### src/rtl/lifo_drain_ctrl.sv
// Drains a snapshot of the lifo contents into a valid/ready packet stream.
// A 2-entry skid buffer hides the lifo read latency so ready=1 gives 1 word/cycle.
module lifo_drain_ctrl #(
  parameter int DWIDTH = 8,
  parameter int AWIDTH = 4
) (
  input  logic              clk_i,
  input  logic              srst_i,
  input  logic              start_i,
  input  logic              lifo_empty_i,
  input  logic [AWIDTH:0]   lifo_usedw_i,
  input  logic [DWIDTH-1:0] lifo_q_i,
  output logic              lifo_rdreq_o,
  output logic [DWIDTH-1:0] src_data_o,
  output logic              src_valid_o,
  output logic              src_last_o,
  input  logic              src_ready_i,
  output logic              busy_o,
  output logic              done_o,
  output logic [AWIDTH:0]   word_cnt_o
);

  typedef enum logic [1:0] {
    ST_IDLE  = 2'd0,
    ST_DRAIN = 2'd1,
    ST_FLUSH = 2'd2
  } state_t;

  localparam logic [AWIDTH:0] CNT_ZERO = {(AWIDTH+1){1'b0}};
  localparam logic [AWIDTH:0] CNT_ONE  = {{AWIDTH{1'b0}}, 1'b1};

  state_t            state_r, state_s;
  logic [AWIDTH:0]   len_r, len_s;
  logic [AWIDTH:0]   pops_left_r, pops_left_s;
  logic [AWIDTH:0]   word_cnt_r, word_cnt_s;
  logic [1:0]        occ_r, occ_s;
  logic              inflight_r;
  logic [DWIDTH-1:0] buf0_r, buf0_s;
  logic [DWIDTH-1:0] buf1_r, buf1_s;
  logic              valid_r, last_r, busy_r, done_r;
  logic              pop_s, rdreq_s, done_s, last_s;
  logic [2:0]        room_s;

  // Next-state, pop decision and skid-buffer update
  always_comb begin
    state_s     = state_r;
    len_s       = len_r;
    pops_left_s = pops_left_r;
    rdreq_s     = 1'b0;
    done_s      = 1'b0;
    buf0_s      = buf0_r;
    buf1_s      = buf1_r;
    occ_s       = occ_r;
    pop_s       = valid_r & src_ready_i;
    // entries the buffer must still hold after this edge, counting the word in flight
    room_s      = {1'b0, occ_r} + {2'b00, inflight_r} - {2'b00, pop_s};
    word_cnt_s  = pop_s ? (word_cnt_r + CNT_ONE) : word_cnt_r;

    case (state_r)
      ST_IDLE: begin
        if (start_i && (lifo_usedw_i != CNT_ZERO)) begin
          len_s       = lifo_usedw_i;
          pops_left_s = lifo_usedw_i;
          word_cnt_s  = CNT_ZERO;
          state_s     = ST_DRAIN;
        end else begin
          state_s = ST_IDLE;
        end
      end
      ST_DRAIN: begin
        if ((pops_left_r != CNT_ZERO) && !lifo_empty_i && (room_s < 3'd2)) begin
          rdreq_s     = 1'b1;
          pops_left_s = pops_left_r - CNT_ONE;
          if (pops_left_r == CNT_ONE) begin
            state_s = ST_FLUSH;
          end else begin
            state_s = ST_DRAIN;
          end
        end else begin
          state_s = ST_DRAIN;
        end
      end
      ST_FLUSH: begin
        if (pop_s && last_r) begin
          state_s = ST_IDLE;
          done_s  = 1'b1;
        end else begin
          state_s = ST_FLUSH;
        end
      end
      default: begin
        state_s = ST_IDLE;
      end
    endcase

    case ({inflight_r, pop_s})
      2'b01: begin
        buf0_s = buf1_r;
        occ_s  = occ_r - 2'd1;
      end
      2'b10: begin
        if (occ_r == 2'd0) begin
          buf0_s = lifo_q_i;
        end else begin
          buf1_s = lifo_q_i;
        end
        occ_s = occ_r + 2'd1;
      end
      2'b11: begin
        if (occ_r == 2'd2) begin
          buf0_s = buf1_r;
          buf1_s = lifo_q_i;
        end else begin
          buf0_s = lifo_q_i;
        end
      end
      default: begin
        occ_s = occ_r;
      end
    endcase

    last_s = (occ_s != 2'd0) && ((word_cnt_s + CNT_ONE) == len_s);
  end

  // State, buffer and registered stream outputs
  always_ff @(posedge clk_i) begin
    if (srst_i) begin
      state_r     <= ST_IDLE;
      len_r       <= CNT_ZERO;
      pops_left_r <= CNT_ZERO;
      word_cnt_r  <= CNT_ZERO;
      occ_r       <= 2'd0;
      inflight_r  <= 1'b0;
      buf0_r      <= {DWIDTH{1'b0}};
      buf1_r      <= {DWIDTH{1'b0}};
      valid_r     <= 1'b0;
      last_r      <= 1'b0;
      busy_r      <= 1'b0;
      done_r      <= 1'b0;
    end else begin
      state_r     <= state_s;
      len_r       <= len_s;
      pops_left_r <= pops_left_s;
      word_cnt_r  <= word_cnt_s;
      occ_r       <= occ_s;
      inflight_r  <= rdreq_s;
      buf0_r      <= buf0_s;
      buf1_r      <= buf1_s;
      valid_r     <= (occ_s != 2'd0);
      last_r      <= last_s;
      busy_r      <= (state_s != ST_IDLE);
      done_r      <= done_s;
    end
  end

  assign lifo_rdreq_o = rdreq_s;
  assign src_data_o   = buf0_r;
  assign src_valid_o  = valid_r;
  assign src_last_o   = last_r;
  assign busy_o       = busy_r;
  assign done_o       = done_r;
  assign word_cnt_o   = word_cnt_r;

endmodule

### config.mk
export PLATFORM = sky130hd
export DESIGN_NAME = lifo_drain_ctrl
export DESIGN_NICKNAME = d
export VERILOG_FILES = /design/src/rtl/lifo_drain_ctrl.sv
export SDC_FILE = /design/constraint.sdc
export NUM_CORES = 1
export LEC_CHECK = 0
export CAP_MARGIN = 10
export CORE_MARGIN = 8
export CORE_UTILIZATION = 58
export CTS_BUF_LIST = sky130_fd_sc_hd__clkbuf_8
export CTS_CLUSTER_DIAMETER = 60
export DETAILED_ROUTE_END_ITERATION = 8
export PLACE_DENSITY = 0.93
export SLEW_MARGIN = 25
export SYNTH_ARGS = -nofsm -noshare
export SYNTH_HDL_FRONTEND = slang
export SYNTH_SLANG_ARGS = --single-unit
### constraint.sdc
create_clock -name clk_i -period 5.18 [get_ports clk_i]
set_clock_uncertainty 0.15 [all_clocks]
set_input_delay 1.036 -clock clk_i [delete_from_list [all_inputs] [get_ports clk_i]]
set_output_delay 1.036 -clock clk_i [all_outputs]
set_load 0.02 [all_outputs]
==> summary.txt <==
Die
  – Full die area: 5610 um2
  – DIE WIDTH: 74.9 um
  – Row count: 21
  – Chip height: 74.9 um
  – Starting Density: 60.3%
  – Core ar.: 3340 um2
  – Top-level I/O count: 36

Route
  – Drt wl/cell: 15.1 um
  – Iteration-0 DRC Markers: between 100 and 150
  – DRC viols: 0
  – First-pass detailed-route iteration total: 4
  – Antenna violation net count after detailed routing: 0
  – Via count: 1776
  – Drt via density: 5.73
  – Post-Route WL: 4.67 mm

Synthesis
  – Synth area leaders: dfxtp_1 40%, nor2_1 6.9%, ha_1 5.0%
  – Seq/Total Area, Yosys: 39.8%
  – Yosys reg bits: 40
  – Syn Inst Count: 226
  – Mapped Avg Cell Area: between 8 and 9 um2
  – Number of synthesized flops with an enable pin: 0
  – Synth Cell Area: 2010 um2
  – Distinct cells, synth: 45
  – Yosys top cell area share: 39.8%
  – Top_reg_cell synth: dfxtp_1
  – Synth async-reset ratio: 0%
  – Synth Warn #: 0
  – Syn Nets: roughly 250
  – Area leader, netlist: dfxtp_1

Flow run
  – Max_cap viols: 0

Placed design
  – DP Wirelength: 3.24 mm
  – Placed cell areas: 2410 um2
  – PortBufs: 35
  – Placer Congestion: 0.831
  – Count of placed standard cells including taps: 302

Critical path
  – Critical path depth in cells: 10
  – Worst-path maximum fanout: 5
  – Crit path largest cell delay: around 0.68 ns
  – Reg-to-Reg Start: src_valid_o
  – Dominant delay contributor by cell family on the critical path: buffers and inverters
  – CP Launch Type: input port
  – Worst Setup SP: src_ready_i
  – Crit-path cells: clkdlybuf4s50_1 -> and2_1 -> inv_1 -> ha_1 -> ha_1 -> inv_1 -> fa_1 -> nand2b_1 -> nor4_2 -> clkdlybuf4s50_1
  – FF-to-FF setup slack: 2.26 ns
  – Worst r2r dst: pops_left_r[2]
  – WP buf/inv: 4
  – R2R cell count: 12
  – Crit end category: output port
  – Critical path's slowest cell: clkdlybuf4s50_1
  – Crit path required time: around 4 ns
  – Critical path class: input port to output port
  – Worst Path Arrival: 3.79 ns

Clock network
  – # Post-CTS Setup Buffers: 0
  – Cts bufs inserted: 5
  – Clock Latency Late Sink: 0.30 ns
  – Clock Sink Count: 40
  – Cts repair resizes: 0
  – Clock root cell: clkbuf_8
  – H-tree depth: 2
  – Clk buf depth: 2
  – Post-CTS Hold Buffers: 0
  – TritonCTS clock tree: done
  – Clock Pin Slew Worst Setup and Hold Paths: ~0.080 ns

GRT
  – Grt total ovfl: 0
  – Largest net degree at the start of global routing: 28
  – Initial antenna violation count: 0
  – GRT Resource Usage Total: 17.5%
  – First-pass GRT wire length: roughly 7.6 mm
  – Vias in the first global route: 1730

Cells and area
  – Area delta synth->final: 25.5%
  – Most common cell after layout, fill and taps aside: dfxtp_1
  – Layout cells sized above 1: 7.58%
  – Final net count: 290
  – Cell Count, Final, Fillers Out: 310
  – Fill cells: 240
  – Cell area after layout: approximately 2500 um2
  – Most frequent cells in the layout: 40 x dfxtp_1, 37 x nor2_1, 35 x clkdlybuf4s50_1, 16 x nand2_1, 14 x a21oi_1
  – ANT cells: 0

Worst hold path
  – WHS Path Cells: 2
  – Hold worst-path end: len_r[4]
  – Hold Path Origin: len_r[4]
  – Hold Path Class: flip-flop to flip-flop

Timing
  – Slew headroom: 31.4%
  – Worst Tran Pin Value: 1.03 ns
  – Hold Vio Cnt, Final: 0
  – Final hold slack: 0.329 ns
  – Pins over their slew limit: 0
  – Sum Neg Setup Slack: 0 ns
  – Final worst path period need: 4.97 ns
  – RSZ-0062 raised after global routing: false
  – Tcrit/Tclk final: 96.0%
  – Max Clk Rate: 0.201 GHz
  – Final setup violation count: 0

Run status
  – Status: complete, no violations

Pwr
  – Cell Pwr Density: between 300 and 400 nW/um2
  – LEAKAGE: 0.883 nW
  – Power after layout: 0.899 mW
  – VDD IR-drop max: around 330 uV
layout make-up:
cell class | instances | area, um2 | area share, %
Clock inverter | 3 | 46.3 | 1.83
Clock buffer | 5 | 68.8 | 2.72
Sequential cell | 40 | 801 | 31.7
Inverter | 7 | 26.3 | 1.04
Multi-Input combinational cell | 171 | 1150 | 45.7
Tap cell | 46 | 57.6 | 2.28
Timing Repair Buffer | 38 | 373 | 14.8
metal layers:
layer | share of wire (%) | global-route usage (%)
met4 | 1.9 | 6.52
met2 | 48 | 28.9
met5 | 0 | 0
met3 | 7.0 | 6.13
met1 | 43 | 20.4
logic make-up (layout without fill, tap and decap cells):
logic type,after synthesis,after routing,share of synthesized area [%]
simple gates,84,84,20.7
xor+xnor,18,18,7.83
compound gates,51,51,18.4
fa+ha+maj,9,9,5.97
mux,9,9,4.48
flops,40,40,39.8
buf+inv,15,53,2.86
sequential cells by signal, summed over array words and instances, names as in the netlist, 2 cells and up:
| signal | count |
|---|---|
| buf1_r | 8 |
| len_r | 5 |
| occ_r | 2 |
| pops_left_r | 5 |
| src_data_o | 8 |
| state_r | 2 |
| word_cnt_o | 5 |
metrics by stage:
stage	setup WS (ns)	utilization [%]
detailed placement	0.225	72.3
global route	0.0300	75.7
CTS	0.184	75.7
floorplan	0.910	-
global placement	0.249	72.3
finish	0.206	75.7
report_power, final:
| part | leakage, nW | internal (mW) | total, mW | switching [mW] |
|---|---|---|---|---|
| Sequential | 0.326 | 0.340 | 0.367 | 0.0263 |
| Clock | 0.0548 | 0.145 | 0.261 | 0.116 |
| Combinational | 0.503 | 0.120 | 0.272 | 0.152 |
cells in the mapped netlist, types with 2 or more instances:
cell type / n
ha_1: 8
nand2b_1: 4
mux2i_1: 9
a21o_1: 3
xor2_1: 8
clkbuf_1: 7
inv_1: 7
a211oi_1: 8
nor2_1: 37
dfxtp_1: 40
a22oi_1: 9
nor3_1: 3
nand3_1: 4
xnor2_1: 10
a31oi_1: 3
a21oi_1: 14
o21ai_0: 3
nor2b_1: 4
nor4b_1: 3
nand2_1: 16
nor3b_1: 2
worst max-delay path by stage:
| stage | endpoint |
|---|---|
| finish | lifo_rdreq_o |
| global route | lifo_rdreq_o |
| CTS | lifo_rdreq_o |
| detailed placement | lifo_rdreq_o |
| global placement | lifo_rdreq_o |
| floorplan | lifo_rdreq_o |
worst min-delay path, delay by kind of cell (launching register included):
| family | cells | cell delay, ns |
|---|---|---|
| AOI/OAI and AO/OA | 1 | 0.06 |
| and+or+nand+nor | 1 | 0.06 |
| DFF | 1 | 0.32 |
(Power assumes the default switching activity.)
